--- src/rtl/dds_axis_packetizer_pkg.sv ---
// dds_pkg: shared types and constants for the DDS sample packetizer.
package dds_pkg;
  typedef enum logic [1:0] {IDLE, RUN, DRAIN} pkt_state_t;
  localparam int DDS_SIG_WIDTH = 16;
  function automatic int lvl_w(input int depth);
    return $clog2(depth) + 1;
  endfunction
endpackage

--- src/rtl/dds_axis_packetizer_if.sv ---
// dds_axis_packetizer_if: AXI4-Stream output bus; o_tuser exists only with DDS_PKT_TUSER_EN.
interface dds_axis_packetizer_if #(parameter int W = 16);
  logic [W-1:0] o_tdata;
  logic o_tvalid;
  logic i_tready;
  logic o_tlast;
`ifdef DDS_PKT_TUSER_EN
  logic o_tuser;
  modport master (output o_tdata, o_tvalid, o_tlast, o_tuser, input i_tready);
  modport slave (input o_tdata, o_tvalid, o_tlast, o_tuser, output i_tready);
`else
  modport master (output o_tdata, o_tvalid, o_tlast, input i_tready);
  modport slave (input o_tdata, o_tvalid, o_tlast, output i_tready);
`endif
endinterface

--- src/rtl/dds_axis_packetizer_fifo.sv ---
// dds_sample_fifo: show-ahead sample FIFO with occupancy and synchronous flush.
module dds_sample_fifo #(
  parameter int W = 16,
  parameter int DEPTH = 16
) (
  input  logic clk,
  input  logic a_rst_n,
  input  logic push,
  input  logic pop,
  input  logic flush,
  input  logic [W-1:0] din,
  output logic [W-1:0] dout,
  output logic full,
  output logic empty,
  output logic [$clog2(DEPTH):0] level
);
  localparam int AW = $clog2(DEPTH);
  logic [W-1:0] mem [DEPTH];
  logic [AW-1:0] wr_ptr, rd_ptr;
  logic [AW:0] count;
  logic do_push, do_pop;
  assign full = count == (AW+1)'(DEPTH);
  assign empty = count == '0;
  assign level = count;
  assign dout = mem[rd_ptr];
  assign do_push = push && !full;
  assign do_pop = pop && !empty;
  always_ff @(posedge clk)
    if (do_push) mem[wr_ptr] <= din;
  always_ff @(posedge clk or negedge a_rst_n) begin
    if (!a_rst_n) begin
      wr_ptr <= '0;
      rd_ptr <= '0;
      count <= '0;
    end else if (flush) begin
      wr_ptr <= '0;
      rd_ptr <= '0;
      count <= '0;
    end else begin
      wr_ptr <= do_push ? wr_ptr + 1'b1 : wr_ptr;
      rd_ptr <= do_pop ? rd_ptr + 1'b1 : rd_ptr;
      count <= count + (AW+1)'(do_push) - (AW+1)'(do_pop);
    end
  end
endmodule

--- src/rtl/dds_axis_packetizer.sv ---
// dds_axis_packetizer: frames the DDS sample stream into AXI4-Stream packets with drop flag.
// Optional macro DDS_PKT_TUSER_EN adds o_tuser marking the first beat of each packet.
module dds_axis_packetizer
  import dds_pkg::*;
#(
  parameter int SIG_WIDTH = DDS_SIG_WIDTH,
  parameter int FIFO_DEPTH = 16,
  parameter int PKT_LEN_W = 16
) (
  input  logic clk,
  input  logic a_rst_n,
  input  logic i_pkt_en,
  input  logic [PKT_LEN_W-1:0] i_pkt_len,
  input  logic [SIG_WIDTH-1:0] i_sample,
  input  logic i_sample_valid,
  input  logic i_ovf_clr,
  output logic o_ovf,
  output logic [lvl_w(FIFO_DEPTH)-1:0] o_level,
  dds_axis_packetizer_if.master axis
);
  pkt_state_t state;
  logic [PKT_LEN_W-1:0] len, beat_cnt, len_in;
  logic [SIG_WIDTH-1:0] fifo_data;
  logic full, empty, pad, tvalid, hs, last, push, pop, flush;
  dds_sample_fifo #(.W(SIG_WIDTH), .DEPTH(FIFO_DEPTH)) u_fifo (
    .clk, .a_rst_n, .push, .pop, .flush,
    .din(i_sample), .dout(fifo_data), .full, .empty, .level(o_level)
  );
  assign len_in = i_pkt_len == '0 ? PKT_LEN_W'(1) : i_pkt_len;
  // Pad only inside a started packet, so a drained-empty FIFO never raises a valid it can't hold.
  assign pad = state == DRAIN && empty && beat_cnt != '0;
  assign tvalid = !empty || pad;
  assign hs = tvalid && axis.i_tready;
  assign last = beat_cnt == len - 1'b1;
  assign push = state == RUN && i_sample_valid;
  assign pop = hs && !empty;
  assign flush = state == DRAIN && hs && last;
  assign axis.o_tvalid = tvalid;
  assign axis.o_tdata = empty ? '0 : fifo_data;
  assign axis.o_tlast = tvalid && last;
`ifdef DDS_PKT_TUSER_EN
  assign axis.o_tuser = tvalid && beat_cnt == '0;
`endif
  always_ff @(posedge clk or negedge a_rst_n) begin
    if (!a_rst_n) begin
      state <= IDLE;
      len <= PKT_LEN_W'(1);
      beat_cnt <= '0;
      o_ovf <= 1'b0;
    end else begin
      o_ovf <= (push && full) ? 1'b1 : (i_ovf_clr ? 1'b0 : o_ovf);
      if (hs) begin
        beat_cnt <= last ? '0 : beat_cnt + 1'b1;
        if (last) len <= len_in;
      end
      case (state)
        IDLE: if (i_pkt_en) begin
          state <= RUN;
          len <= len_in;
          beat_cnt <= '0;
        end
        RUN: if (!i_pkt_en) state <= (beat_cnt == '0 && empty) ? IDLE : DRAIN;
        DRAIN: if ((hs && last) || (beat_cnt == '0 && empty)) state <= IDLE;
        default: state <= IDLE;
      endcase
    end
  end
endmodule

--- src/flat_wrapper.sv ---
// flat-port wrapper written by rule: the top's interface ports become plain ports
module dds_axis_packetizer_flat import dds_pkg::*;
#(
  parameter int SIG_WIDTH = DDS_SIG_WIDTH,
  parameter int FIFO_DEPTH = 16,
  parameter int PKT_LEN_W = 16
)
  (clk, a_rst_n, i_pkt_en, i_pkt_len, i_sample, i_sample_valid, i_ovf_clr, o_ovf, o_level, axis_o_tdata, axis_o_tvalid, axis_o_tlast, axis_i_tready);
  dds_axis_packetizer_if #(.W(16)) axis_i ();
  input  logic clk;
  input  logic a_rst_n;
  input  logic i_pkt_en;
  input  logic [PKT_LEN_W-1:0] i_pkt_len;
  input  logic [SIG_WIDTH-1:0] i_sample;
  input  logic i_sample_valid;
  input  logic i_ovf_clr;
  output logic o_ovf;
  output logic [lvl_w(FIFO_DEPTH)-1:0] o_level;
  output wire logic [$bits(axis_i.o_tdata)-1:0] axis_o_tdata;
  output wire logic [$bits(axis_i.o_tvalid)-1:0] axis_o_tvalid;
  output wire logic [$bits(axis_i.o_tlast)-1:0] axis_o_tlast;
  input wire logic [$bits(axis_i.i_tready)-1:0] axis_i_tready;
  assign axis_o_tdata = axis_i.o_tdata;
  assign axis_o_tvalid = axis_i.o_tvalid;
  assign axis_o_tlast = axis_i.o_tlast;
  assign axis_i.i_tready = axis_i_tready;
  dds_axis_packetizer #(.SIG_WIDTH(SIG_WIDTH), .FIFO_DEPTH(FIFO_DEPTH), .PKT_LEN_W(PKT_LEN_W)) u_core (.clk(clk), .a_rst_n(a_rst_n), .i_pkt_en(i_pkt_en), .i_pkt_len(i_pkt_len), .i_sample(i_sample), .i_sample_valid(i_sample_valid), .i_ovf_clr(i_ovf_clr), .o_ovf(o_ovf), .o_level(o_level), .axis(axis_i));
endmodule
--- config.mk ---
export PLATFORM = sky130hd
export DESIGN_NAME = dds_axis_packetizer_flat
export DESIGN_NICKNAME = d
export VERILOG_FILES = /design/src/rtl/dds_axis_packetizer_pkg.sv /design/src/rtl/dds_axis_packetizer_if.sv /design/src/rtl/dds_axis_packetizer_fifo.sv /design/src/rtl/dds_axis_packetizer.sv /design/src/flat_wrapper.sv
export SDC_FILE = /design/constraint.sdc
export NUM_CORES = 1
export LEC_CHECK = 0
export ABC_AREA = 1
export CORE_MARGIN = 2
export CORE_UTILIZATION = 24
export CTS_BUF_LIST = sky130_fd_sc_hd__clkbuf_8
export DETAILED_ROUTE_END_ITERATION = 6
export HOLD_SLACK_MARGIN = 0.1
export PLACE_DENSITY_LB_ADDON = 0.05
export SETUP_SLACK_MARGIN = 0.3
export SLEW_MARGIN = 25
export SYNTH_ARGS = -nofsm -noshare
export SYNTH_HDL_FRONTEND = slang
export SYNTH_HIERARCHICAL = 1
export SYNTH_SLANG_ARGS = --single-unit
--- constraint.sdc ---
create_clock -name clk -period 2.7 [get_ports clk]
set_input_delay 0.27 -clock clk [delete_from_list [all_inputs] [get_ports clk]]
set_output_delay 0.27 -clock clk [all_outputs]
set_load 0.01 [all_outputs]
==> impl_results.md, run 1 <==
- Prevailing post-synth register cell: edfxtp_1
- Die area: roughly 60000 um^2
- Finish-stage setup viols: 5
- Largest net degree at the start of global routing: 39
- Final core utilization: about a third
- DRC Markers: 0
- Simple-gate share of the synthesized area: about a quarter
- Sequential power share: a little under 30%
- Most used cell, CP: nand2_2
- Top cells by count, synth: 537 x nand2_1, 256 x edfxtp_1, 183 x inv_1
- Vias: 10900
- Synth Area in Compound Gates: under 10%
- RSZ-0062 raised after global routing: yes
- Yosys top cell area share: a little over half
- Max-Cap Viols: 0
- Largest area contributor in the netlist: edfxtp_1
- Skew final: approximately 0.035 ns
- Placed inst area: around 16000 um^2
- CP Max Fanout: 2
- Worst-path clk slew: 0.06 ns
- GR Util met2: 26.5%
- Psw: 7.87 mW
- GR Util All Layers: 16.3%
- Ranking of synthesized cells by area: edfxtp_1 54%, nand2_1 14%, dfrtp_1 8.3%
- Tcrit/Tclk final: 105%
- Core ar.: 58000 um^2
- WS Path Type: reg -> out
- WP data required: 2.43 ns
- Sw frac: 40.0%
- Final hold slack: 0.155 ns
- Syn Std Cell Area: 14100 um^2
- Post-route ant nets: 0
- Final max-slew violation count: 0
- Setup crit end kind: primary output
- Post-synth ARST share: 15.8%
- Cell-internal power: between 10 and 15 mW
- FILL cells: 5944
- Drt pass-1 iters: 5
- EDFF count, synth: roughly 260
- Failing checks: negative setup slack
- TritonCTS Buffers: 60
- Root buf cell: clkbuf_8
- Routability cong.: 0.791
- Max rail drop VDD: roughly 0.56 mV
- Share of cells above drive strength 1: 25.3%
- Critical path's largest stage delay: 0.53 ns
- Critical-path top delay cell: dfstp_2
- Total Power: approximately 20 mW
- Combinational fraction of design power: 49.4%
- Vias per std cell: ~4.3
- Die Span Y: 247 um
- Seq/Total Area, Yosys: a little over three fifths
- Area Overhead vs Synth: 36.8%
- Clock buffer depth: 3
- Mux contribution to synthesized area: 0%
- Pwr Density: about 1000 nW/um^2
- Seq cells post-synth: roughly 300
- Cells along the critical path: inv_2 -> ha_4 -> inv_2 -> nand2_2 -> nand2_2 -> nor2_2 -> nand2_1 -> nor2_1 -> nand2_1 -> nor2_2 -> nand3_2 -> nor2_4 -> nand2_2 -> nor2_1 -> buf_2
- Clk_lat worst skew: 0.67 ns
- Buffers on Ports: 61
- Max H-tree Level: 2
- Hold/Removal Path Class: in -> async
- Mapped Nets: 1566
- Leakage: 8.24 nW
- DRT iter0 DRCs: 483
- Synth Area in XOR/XNOR: 0.929%
- WL/cell: 19.1 um
- Crit start category: flop
- Met3 usage: 2.85%
- Die Wd: 247 um
- Most common cell in the netlist: nand2_1
- Final nets: 1799
- Avg Inst Size Synth: 9.35 um^2
- Minimum clock period: roughly 2.8 ns
- Initial antenna violation count: 3
- DP HPWL: 27700 um
- Slew @ Worst Pin: 0.765 ns
- Initial Util: 24.4%
- Ys Warns: 6
- Post-Route WL: 48900 um
- Largest family of logic cells by synthesized area: simple AND/OR/NAND/NOR gates
- Rel. slew slack: 48.8%
- Post-synthesis cell count: 1513
- Worst setup margin: -0.122 ns
- TritonCTS Sinks: 304
- CTS tree: done
- Outcome: complete, but fails checks
- Grt peak-use layer: met2
- Arrival time at the worst endpoint: 2.55 ns
- Top-level I/O count: 62
- GRT met1 Usage: a little over a fifth
- Adder-Cell Fraction of Synth Area: 1.38%
- Vias in the first global route: 10900
- Finished Cell Area: 19300 um^2
- Clock network power share: 21.2%
- Row count: around 90
- Max Fclk: between 300 and 400 MHz
- GRT overflow: 0
- Synth cell types: 34
- Final Hold Fails: 0
- Global-route wire length before repair: 71700 um
state kept, by name (all words and copies together) (netlist names):
register and cells:
u_core/beat_cnt 16, u_core/u_fifo/wr_ptr 4, u_core/state 2, u_core/u_fifo/mem 256, u_core/u_fifo/rd_ptr 4, u_core/len 16, u_core/o_ovf 1, u_core/u_fifo/level 5
cells in the final DEF (no fill, tap or decap), types with 3 or more instances in the layout:
| cell type | instances |
|---|---|
| buf_16 | 28 |
| clkinv_8 | 3 |
| ha_4 | 3 |
| nor3_1 | 10 |
| nand3b_1 | 3 |
| edfxtp_1 | 256 |
| inv_2 | 19 |
| a21oi_1 | 9 |
| inv_1 | 187 |
| dfrtp_1 | 45 |
| nand4_1 | 13 |
| buf_4 | 78 |
| ha_1 | 10 |
| clkdlybuf4s50_1 | 42 |
| inv_8 | 3 |
| nor2_2 | 49 |
| nand2_1 | 467 |
| o21ai_0 | 8 |
| nor2_1 | 124 |
| nand2_4 | 18 |
| nand3_1 | 112 |
| nor4_1 | 4 |
| buf_8 | 4 |
| xnor2_1 | 3 |
| buf_6 | 28 |
| nor2_4 | 15 |
| clkinv_2 | 6 |
| nand2_2 | 53 |
| xor2_1 | 12 |
| clkbuf_8 | 60 |
| buf_12 | 24 |
| buf_2 | 14 |
| o21ai_1 | 10 |
| nand3_2 | 34 |
| clkinv_1 | 15 |
path summary, 6_finish.rpt:
kind,from,to,slack [ns],depth (start not counted)
max,u_core/len[0],axis_o_tlast,-0.12,15
max in group asynchronous,a_rst_n,u_core/beat_cnt[1],1.47,3
min reg2reg,u_core/state[1],u_core/state[0],0.45,1
min,a_rst_n,u_core/len[0],0.15,2
min in group clk,i_pkt_len[13],u_core/len[13],0.17,3
max reg2reg,u_core/len[0],u_core/u_fifo/level[2],0.10,20
layer usage:
| metal | vias up | part of all wire (%) |
|---|---|---|
| met4 | 4 | 2.4 |
| met1 | 5269 | 48 |
| met2 | 167 | 46 |
| li1 | 5356 | - |
| met3 | 84 | 3.6 |
| met5 | - | 0.057 |
area by class of cell:
class / instances / area (um^2) / share of cell area, %
repair buffers: 223 / 2810 / 14.5
well taps: 765 / 957 / 4.95
flip-flops and latches: 304 / 8890 / 46.0
clock buffers: 60 / 826 / 4.27
inverters: 189 / 734 / 3.80
multi-input cells: 965 / 4880 / 25.2
clock inverters: 45 / 201 / 1.04
repair inverters: 3 / 43.8 / 0.226
diodes: 2 / 5.00 / 0.0259
worst max-delay path: cells and delay by family (launching register included):
kind                       cells  cell delay [ns]
adders and majority gates      1             0.26
and+or+nand+nor               11             0.87
buffers and inverters          3             0.21
DFF                            1             0.53
power by group through the flow:
stage	sequential, mW	clock, mW	combinational [mW]
after global placement	5.89	0	6.87
after detailed placement	5.87	0	6.83
after CTS	5.79	4.37	9.16
after global routing	5.84	4.55	10.7
after floorplan	5.77	0	4.07
final	5.79	4.18	9.73
through the flow:
stage               setup WS [ns]  TNS [ns]  instances
floorplan                   0.153         0       1513
global placement           -0.107    -0.107       2361
detailed placement        -0.0881   -0.0881       2361
CTS                        -0.297     -1.37       2538
global route               -0.352     -4.38       2555
finish                     -0.122    -0.243       2556
logic make-up (layout without fill, tap and decap cells):
| kind of cell | after synthesis | count (layout) |
|---|---|---|
| other | 0 | 2 |
| buffers and inverters | 244 | 520 |
| XOR/XNOR | 15 | 15 |
| AND/OR/NAND/NOR | 905 | 905 |
| AO/OA/AOI/OAI | 30 | 30 |
| flip-flops | 304 | 304 |
| adder cells (fa/ha/maj) | 15 | 15 |
timing repair:
action                                  in CTS  in global routing
hold buffers                                 2                  0
pin swaps                                   50                 97
endpoints found under the setup margin      36                 61
buffers inserted                            44                 14
cloned                                      26                  2
endpoints found under the hold margin       48                  0
resized for setup                          225                118
Power figures use the tool's default switching activity.
==> run 2: changes to the inputs <==
--- a/config.mk
+++ b/config.mk
@@ -6,6 +6,9 @@
 export NUM_CORES = 1
 export LEC_CHECK = 0
 export ABC_AREA = 1
+export CAP_MARGIN = 20
+export CELL_PAD_IN_SITES_DETAIL_PLACEMENT = 0
+export CELL_PAD_IN_SITES_GLOBAL_PLACEMENT = 2
 export CORE_MARGIN = 2
 export CORE_UTILIZATION = 24
 export CTS_BUF_LIST = sky130_fd_sc_hd__clkbuf_8
==> run 2 against run 1 <==
Against the previous run:
- count of clock-buffer cells in the layout up 2
- first-iteration DRC count up 13%
- critical path type unchanged
- global-route usage up 0.40 points
- cell area up 1.8%
- core utilization up 0.58 points
- routed wire length up 4.6%
- sequential power about the same
- the flow still finishes with violations (negative setup slack)
- final cell count down 0.63%
- via count down 0.71%
- sequential cell count unchanged
- clock skew down 0.012 ns
==> impl_results.md, run 2 (synthesized netlist as in run 1, its figures left out) <==
- Biggest register: u_core/u_fifo/mem
- WP buf/inv: 3 (unchanged)
- Final setup TNS: -0.130 ns (+0.113 ns)
- DRT iter0 DRCs: 548 (+13%)
- Failing checks: negative setup slack
- Max H-tree Level: 2 (unchanged)
- Setup crit end kind: primary output
- TritonCTS Buffers: 60 (unchanged)
- Critical path's largest stage delay: 0.53 ns (about the same)
- Commonest non-fill, non-tap cell in the layout: nand2_1
- Pwr Density: 1020 nW/um^2 (-0.11%)
- Largest regs: u_core/u_fifo/mem x256, u_core/beat_cnt x16, u_core/len x16
- CP top delay family: simple AND/OR/NAND/NOR gates
- Initial antenna violation count: 2 (-1)
- Final nets: 1776 (-1.3%)
- Max rail drop VDD: 0.482 mV (-14%)
- Critical-path top delay cell: dfstp_2
- Post-route ant nets: 0 (unchanged)
- Vias per std cell: 4.25 (about the same)
- Global-route wire length before repair: 73100 um (+2.0%)
- Arrival time at the worst endpoint: 2.56 ns (about the same)
- Outcome: complete, but fails checks
- Die Span Y: 247 um (unchanged)
- TritonCTS Sinks: 304 (unchanged)
- WP data required: 2.43 ns (about the same)
- Final core utilization: 33.9% (+0.58 points)
- FILL cells: 5953 (+0.15%)
- Die area: 60900 um^2 (unchanged)
- Sequential cell area: 8890 um^2 (unchanged)
- Cells along the critical path: inv_2 -> ha_4 -> inv_2 -> nand2_1 -> nand2_1 -> nor2_2 -> nand2_1 -> nor2_1 -> nand2_1 -> nor2_1 -> nand3_1 -> nor2_2 -> nand2_2 -> nor2_4 -> buf_6
- Max Fclk: 353 MHz (-0.28%)
- Clk_lat worst skew: 0.68 ns (about the same)
- Clock buffer depth: 3 (unchanged)
- Core ar.: 58000 um^2 (unchanged)
- FF-to-FF Start: u_core/len[0]
- Area Overhead vs Synth: 39.2%
- Row count: 88 (unchanged)
- Finish-stage setup viols: 1 (-4)
- Most frequent cells in the layout: 459 x nand2_1, 256 x edfxtp_1, 184 x inv_1
- Most used cell, CP: nand2_1
- CTS tree: done
- DP HPWL: 29000 um (+4.4%)
- Worst setup margin: -0.130 ns (-0.00794 ns)
- Routability cong.: 0.744 (-6.0%)
- Max-Cap Viols: 0 (unchanged)
- Hold/Removal Path Class: in -> async
- Minimum clock period: 2.83 ns (+0.00795 ns)
- GR Util All Layers: 16.7% (+0.40 points)
- CP Max Fanout: 2 (unchanged)
- Share of cells above drive strength 1: 28.5% (+3.1 points)
- Final max-slew violation count: 0 (unchanged)
- Total Power: 20.0 mW (+1.6%)
- Reg2reg path depth: 20 (unchanged)
- DRC Markers: 0 (unchanged)
- Skew final: 0.0234 ns (-0.0119 ns)
- Number of flip-flops in the largest register: 256 (unchanged)
- Worst-path clk slew: 0.06 ns (about the same)
- Crit start category: flop
- GRT overflow: 0 (unchanged)
- Reg2reg setup slack: 0.06 ns (-0.04 ns)
- RR Endpoint: u_core/beat_cnt[4]
- Vias in the first global route: 10800 (-0.46%)
- WS Path Type: reg -> out
- Largest net degree at the start of global routing: 39 (unchanged)
- Leakage: 8.28 nW (+0.50%)
- Die Wd: 247 um (unchanged)
- Root buf cell: clkbuf_8
- Tcrit/Tclk final: 105% (+0.29 points)
- Area of the multi-input gates: 5310 um^2 (+8.9%)
- Vias: 10800 (-0.71%)
- Top-level I/O count: 62 (unchanged)
- Final Hold Fails: 0 (unchanged)
- RSZ-0062 raised after global routing: yes
- Buffers on Ports: 61 (unchanged)
- Rel. slew slack: 57.9% (+9.1 points)
- Slew @ Worst Pin: 0.629 ns (-0.136 ns)
- Post-Route WL: 51200 um (+4.6%)
- WL/cell: 20.2 um (+5.3%)
- Drt pass-1 iters: 4 (-1)
- Initial Util: 24.4% (unchanged)
## run 2: cell types whose count changed in the layout (fill, tap and decap cells not counted), sizes merged
cell	before	now
buf	176	146
bufbuf	1	0
clkbuf	62	73
clkinv	24	29
clkinvlp	0	1
diode	2	1
dlygate4sd3	2	1
## run 2: worst reg2reg max path, stage by stage (launching register included)
cell	delay, ns
dfstp_2	0.53
inv_2	0.05
ha_4	0.26
inv_2	0.03
nand2_1	0.05
nand2_1	0.06
nor2_2	0.09
nand2_1	0.05
nor2_1	0.08
nand2_1	0.05
nor2_1	0.09
nand3_1	0.09
nor2_2	0.14
buf_4	0.13
buf_6	0.08
nand3_4	0.08
buf_6	0.16
nand2_8	0.12
buf_6	0.17
buf_16	0.16
nor2_4	0.04
## run 2: what timing repair did
item,in CTS,in global routing
gates cloned,17,11
setup buffers,35,9
hold endpoints to repair,48,0
endpoints found under the setup margin,45,173
resized for setup,298,163
pin swaps,74,123
hold buffers,1,0
## run 2: per-layer routing
metal | track usage [%] | routed length (um) | vias up
met2 | 27.5 | 24500 | 171
li1 | - | - | 5304
met4 | 5.28 | 1270 | 0
met1 | 22.3 | 23600 | 5246
met5 | 0 | 0 | -
met3 | 2.66 | 1860 | 82
## run 2: through the flow
step | hold WS, ns | instance area (um^2) | cells | setup WS (ns)
after floorplan | -0.0256 | 14200 | 1513 | 0.153
after global placement | 0.431 | 16200 | 2353 | -0.0559
after detailed placement | 0.307 | 16200 | 2353 | -0.0471
after CTS | 0.113 | 18800 | 2519 | -0.307
after global routing | 0.161 | 19700 | 2540 | -0.357
final | 0.144 | 19700 | 2540 | -0.130
## run 2: area by class of cell
type,count,share of cell area [%]
Sequential cell,304,45.2
Multi-Input combinational cell,965,27.0
Timing Repair Buffer,200,13.6
Tap cell,765,4.86
Clock buffer,62,4.33
Inverter,189,3.70
Clock inverter,51,1.10
Timing Repair inverter,3,0.222
Antenna cell,1,0.0127
## run 2: worst max path at each step
stage	start	end	slack [ns]	cells past startpoint
3_3_place_gp	u_core/len[7]	axis_o_tlast	-0.06	12
6_report	u_core/len[0]	axis_o_tlast	-0.13	15
3_5_place_dp	u_core/len[0]	axis_o_tlast	-0.05	12
5_1_grt	u_core/len[0]	axis_o_tlast	-0.36	15
4_1_cts	u_core/len[0]	axis_o_tlast	-0.31	15
2_1_floorplan	u_core/u_fifo/level[3]	u_core/u_fifo/level[4]	0.15	16
## run 2: power breakdown
part           leakage, nW  switching (mW)  internal [mW]  total [mW]
registers             2.91           0.333           5.47        5.80
logic                 4.72            5.65           4.33        9.98
clock network        0.642            2.12           2.12        4.24
